===== src/rtl/fifo_stream_reader.sv =====
// fifo_stream_reader
// Drains a show-ahead FIFO into a valid/ready stream and groups beats into
// fixed-length packets flagged with m_last_o. A main + skid register pair
// keeps full throughput while the pop request depends only on registered
// state and the FIFO empty flag, never on m_ready_i.
//
// Valid/ready contract: a beat transfers on a rising edge where
// m_valid_o & m_ready_i. Once m_valid_o is high, m_valid_o, m_data_o and
// m_last_o stay unchanged until that beat transfers (reset excepted).
//
// Optional feature macro: FIFO_READER_STALL_CNT_EN
//   defined   -> stall_count_o counts cycles with m_valid_o & ~m_ready_i,
//                saturating at all-ones, cleared only by reset.
//   undefined -> stall_count_o is tied to zero.
//
// dbg_state_o exposes the output-stage state (0 EMPTY, 1 ONE, 2 FULL).
`timescale 1ns/1ps

module fifo_stream_reader #(
  parameter int DATA_W  = 16,
  parameter int PKT_LEN = 4,
  parameter int CNT_W   = 16
) (
  input  logic              clk_i,
  input  logic              rst_ni,
  input  logic              enable_i,
  input  logic              fifo_empty_i,
  input  logic [DATA_W-1:0] fifo_data_i,
  output logic              fifo_read_o,
  output logic              m_valid_o,
  input  logic              m_ready_i,
  output logic [DATA_W-1:0] m_data_o,
  output logic              m_last_o,
  output logic [CNT_W-1:0]  pkt_count_o,
  output logic [CNT_W-1:0]  stall_count_o,
  output logic [1:0]        dbg_state_o
);

  localparam int BEAT_W = (PKT_LEN > 1) ? $clog2(PKT_LEN) : 1;
  localparam logic [BEAT_W-1:0] LAST_BEAT = BEAT_W'(PKT_LEN - 1);

  typedef enum logic [1:0] {
    ST_EMPTY = 2'd0,
    ST_ONE   = 2'd1,
    ST_FULL  = 2'd2
  } state_e;

  state_e              r_state;
  state_e              w_state_nxt;
  logic [DATA_W-1:0]   r_main;
  logic [DATA_W-1:0]   r_skid;
  logic [BEAT_W-1:0]   r_beat;
  logic [CNT_W-1:0]    r_pkt;
  logic                w_pop;
  logic                w_valid;
  logic                w_xfer;
  logic                w_last;

  // Pop is gated by rst_ni so the FIFO is never popped while held in reset.
  assign w_valid = (r_state != ST_EMPTY);
  assign w_pop   = rst_ni & enable_i & ~fifo_empty_i & (r_state != ST_FULL);
  assign w_xfer  = w_valid & m_ready_i;
  assign w_last  = w_valid & (r_beat == LAST_BEAT);

  // State register.
  always_ff @(posedge clk_i or negedge rst_ni) begin
    if (!rst_ni) begin
      r_state <= ST_EMPTY;
    end else begin
      r_state <= w_state_nxt;
    end
  end

  // Next-state logic for the two-entry output stage.
  always_comb begin
    w_state_nxt = r_state;
    case (r_state)
      ST_EMPTY: begin
        if (w_pop) w_state_nxt = ST_ONE;
      end
      ST_ONE: begin
        if (w_xfer && !w_pop)      w_state_nxt = ST_EMPTY;
        else if (!w_xfer && w_pop) w_state_nxt = ST_FULL;
      end
      ST_FULL: begin
        if (w_xfer) w_state_nxt = ST_ONE;
      end
      default: w_state_nxt = ST_EMPTY;
    endcase
  end

  // Output decode: everything visible comes from registers or the pop term.
  always_comb begin
    fifo_read_o = w_pop;
    m_valid_o   = w_valid;
    m_data_o    = r_main;
    m_last_o    = w_last;
    dbg_state_o = r_state;
    pkt_count_o = r_pkt;
  end

  // Data path: main holds the presented beat, skid catches a pop that
  // arrives while the main beat is stalled.
  always_ff @(posedge clk_i or negedge rst_ni) begin
    if (!rst_ni) begin
      r_main <= '0;
      r_skid <= '0;
    end else begin
      case (r_state)
        ST_EMPTY: begin
          if (w_pop) r_main <= fifo_data_i;
        end
        ST_ONE: begin
          if (w_pop) begin
            if (w_xfer) r_main <= fifo_data_i;
            else        r_skid <= fifo_data_i;
          end
        end
        ST_FULL: begin
          if (w_xfer) r_main <= r_skid;
        end
        default: begin
        end
      endcase
    end
  end

  // Beat position within the packet; advances only on transfers so a
  // disabled reader resumes mid-packet.
  always_ff @(posedge clk_i or negedge rst_ni) begin
    if (!rst_ni) begin
      r_beat <= '0;
    end else if (w_xfer) begin
      r_beat <= (r_beat == LAST_BEAT) ? '0 : r_beat + BEAT_W'(1);
    end
  end

  // Completed-packet counter, wraps naturally.
  always_ff @(posedge clk_i or negedge rst_ni) begin
    if (!rst_ni) begin
      r_pkt <= '0;
    end else if (w_xfer && w_last) begin
      r_pkt <= r_pkt + CNT_W'(1);
    end
  end

`ifdef FIFO_READER_STALL_CNT_EN
  logic [CNT_W-1:0] r_stall;

  // Saturating count of cycles where a beat is offered but not taken.
  always_ff @(posedge clk_i or negedge rst_ni) begin
    if (!rst_ni) begin
      r_stall <= '0;
    end else if (w_valid && !m_ready_i && (r_stall != '1)) begin
      r_stall <= r_stall + CNT_W'(1);
    end
  end

  assign stall_count_o = r_stall;
`else
  assign stall_count_o = '0;
`endif

endmodule


===== config.mk =====
export PLATFORM = sky130hd
export DESIGN_NAME = fifo_stream_reader
export DESIGN_NICKNAME = d
export VERILOG_FILES = /design/src/rtl/fifo_stream_reader.sv
export SDC_FILE = /design/constraint.sdc
export NUM_CORES = 1
export LEC_CHECK = 0
export ABC_AREA = 1
export BUFFER_PORTS_ARGS = -buffer_cell sky130_fd_sc_hd__buf_2
export CAP_MARGIN = 30
export CORE_MARGIN = 1.5
export CORE_UTILIZATION = 39
export DETAILED_ROUTE_END_ITERATION = 12
export GPL_ROUTABILITY_DRIVEN = 0
export GPL_TIMING_DRIVEN = 0
export HOLD_SLACK_MARGIN = 0.05
export PLACE_DENSITY_LB_ADDON = 0.05
export SLEW_MARGIN = 30
export SYNTH_ARGS = -nofsm -noshare
export SYNTH_HDL_FRONTEND = slang
export SYNTH_SLANG_ARGS = --single-unit

===== constraint.sdc =====
create_clock -name clk_i -period 5.83 [get_ports clk_i]
set_clock_uncertainty 0.2 [all_clocks]
set_input_delay 1.166 -clock clk_i [delete_from_list [all_inputs] [get_ports clk_i]]
set_output_delay 1.166 -clock clk_i [all_outputs]
set_load 0.03 [all_outputs]

==> impl_metrics.py <==
metrics = {
    "logic_synthesis": {
        "synth_edf_count": 0,
        "syn_inst": 319,
        "async_reset_ff_frac": 1.00,
        "synth.distinct_cells": 27,
        "post_synth.cell_area_avg_um2": 8.41,
        "syn-cell-area_um2": 2680,
        "yosysWarnings": 0,
        "seq_area_frac_synth": 0.485,
        "synth_ff_type": "dfrtp_1",
        "ys_ff_latch": 52,
    },
    "critical_path": {
        "path_class": "in -> out",
        "cp.buffers_inverters": 2,
        "r2r_slack_ps": 3460,
        "worstSetupEndpointType": "output port",
        "path_max_fanout": 53,
        "cpLargestDelayFamily": "buffers and inverters",
        "critPathRequiredTime_ps": 4460,
        "worstPathArrival_ps": 2410,
        "crit_slowest_cell": "buf_4",
        "max_stage_delay_ps": 510,
        "start_kind": "input pin",
        "crit_chain": "buf_4 > nand3b_1 > nor2_1 > buf_2",
    },
    "pwr": {
        "power.switching_mw": 0.593,
        "power_frac_comb": 0.422,
        "pwr-share-seq": 0.416,
        "cellPowerDensity_nw_per_um2": 421,
        "power_leakage_nw": 1.75,
        "ir_drop_mv": 0.274,
        "p_int_mw": 0.764,
        "clkPwrFrac": 0.162,
        "swShare": 0.437,
    },
    "clocking": {
        "cts_num_sinks": 52,
        "clk_path_buf_depth": 2,
        "htreeDepth": 2,
        "cts_buffers": 5,
        "ctsRootBufferMaster": "clkbuf_8",
        "clk_pin_slew_ps": 90,
        "cts_resized": 0,
        "hold_buffers": 0,
        "cts_tree": "built",
        "cts_setup_buffers": 0,
        "clock_latency_ps": 310,
    },
    "route": {
        "drtIter0Drc": 128,
        "num_vias": 2212,
        "final_antenna_net_count": 0,
        "drcViolationCount": 0,
        "wl_met1_mm": 2.81,
        "viasPerCell": 4.62,
        "wl_met3_um": 332,
        "wl_per_cell_um": 12.0,
        "wl_met2_mm": 2.52,
        "top_layer": "met4",
        "drt_pre_antenna_iters": 4,
        "drt_wl_total_mm": 5.73,
    },
    "final_layout": {
        "mostFrequentLayoutCells": "nand2_1, buf_2, dfrtp_1",
        "layout_commonest_cell": "nand2_1",
        "drive_gt1_frac": 0.256,
        "n_fill_cell": 689,
        "area_growth_pct": 20.2,
        "nNetsFinal": 423,
        "finalNonFillerCells": 479,
        "diodes": 0,
    },
    "timing": {
        "relSlewSlack": 0.543,
        "max_freq_mhz": 265,
        "setup_viol": 0,
        "slew_viol_final": 0,
        "rsz0062_at_grt": "no",
        "worstMarginPinSlew_ps": 685,
        "tns_ps": 0,
        "hold_viol": 0,
        "period_minus_slack_ps": 3780,
        "finalCritPeriodShare": 0.648,
    },
    "floorplanning": {
        "pin_count": 74,
        "design.core.area_um2": 6720,
        "die_y_um": 85.9,
        "rows": 30,
        "die_w_um": 85.9,
        "dieArea_um2": 7380,
        "initial_utilization": 0.399,
    },
    "global_route": {
        "grt.overflow.total": 0,
        "antenna_found_initial": 0,
        "grt_max_degree": 54,
        "grt_pass1_wl_mm": 9.57,
        "grt_pass1_vias": 2011,
        "track_usage": 0.164,
    },
    "status": {
        "outcome": "completed",
    },
    "place": {
        "numPortBuffers": 57,
        "place_inst": 471,
        "hpwlAfterDp_mm": 4.10,
    },
    "min_path": {
        "hold_class": "reg -> reg",
    },
    "job": {
        "max_cap_violations": 0,
    },
}
-- state kept, by name (all words and copies together) (netlist names) --
name,flops
pkt_count_o,16
r_skid,16
r_beat,2
m_data_o,16
dbg_state_o,2
-- cells in the mapped netlist, drive strengths merged, types with 3 or more instances --
library cell / n / area, µm²
nor2: 23 / 158
clkbuf: 3 / 11.3
inv: 32 / 120
nand3: 9 / 50.1
nand2: 103 / 408
nand4: 5 / 31.3
buf: 22 / 150
dfrtp: 52 / 1300
xor2: 4 / 35.0
o21a: 16 / 120
o21ai: 35 / 175
ha: 4 / 50.1
nand3b: 3 / 22.5
xnor2: 3 / 26.3
-- final cells by class --
type                    instances  area, µm²  area share
multi-input cells             224       1150       0.357
well taps                      80        100      0.0311
repair buffers                 57        288      0.0893
inverters                      33        124      0.0384
clock inverters                 2       15.0     0.00466
clock buffers                   6       82.6      0.0256
plain buffers                  25        161      0.0501
flip-flops and latches         52       1300       0.404
-- path summary, 6_finish.rpt --
kind	start	to	cells after the start
min in group asynchronous	rst_ni	pkt_count_o[10]$_DFFE_PN0P_	1
worst max register to register	dbg_state_o[0]$_DFFE_PN0P_	r_skid[11]$_DFFE_PN0P_	7
worst max-delay path	rst_ni	fifo_read_o	4
max in group asynchronous	rst_ni	dbg_state_o[1]$_DFFE_PN0P_	1
worst min-delay path	m_data_o[8]$_DFFE_PN0P_	m_data_o[8]$_DFFE_PN0P_	2
worst min register to register	m_data_o[8]$_DFFE_PN0P_	m_data_o[8]$_DFFE_PN0P_	2
-- layer usage --
metal,global-route usage,vias up
li1,-,1133
met1,0.236,1013
met2,0.249,59
met3,0.0327,7
met4,0.0499,0
met5,0,-
-- power by group through the flow --
stage          logic (mW)  clock network (mW)  registers [mW]
2_1_floorplan       0.288                   0           0.703
3_3_place_gp        0.575                   0           0.568
3_5_place_dp        0.578                   0           0.572
4_1_cts             0.580               0.231           0.565
5_1_grt             0.629               0.248           0.585
6_report            0.573               0.221           0.564
-- worst register-to-register path, stage by stage (launching register included) --
cell	delay [ps]
dfrtp_1	490
nor2_4	250
buf_2	280
nor2_1	120
ha_1	200
nand3_1	160
clkbuf_1	390
o21ai_0	150
-- through the flow --
step            util  setup WS, ps  hold slack [ps]  total power, mW  area (µm²)
6_report       0.480          2050              291             1.36        3220
5_1_grt        0.480          1870              324             1.46        3220
4_1_cts        0.480          2010              298             1.38        3220
3_5_place_dp   0.465          2010              274             1.15        3130
3_3_place_gp   0.465          1540              267             1.14        3120
2_1_floorplan      -          2640              253            0.991        2740
-- cells by family after synthesis --
logic type / synth area share
AND/OR/NAND/NOR: 0.252
buffers and inverters: 0.106
AO/OA/AOI/OAI: 0.114
flip-flops: 0.485
XOR/XNOR: 0.0229
adder cells (fa/ha/maj): 0.0187
other: 0.00140
Note: power is estimated with default switching activity, not from simulation.
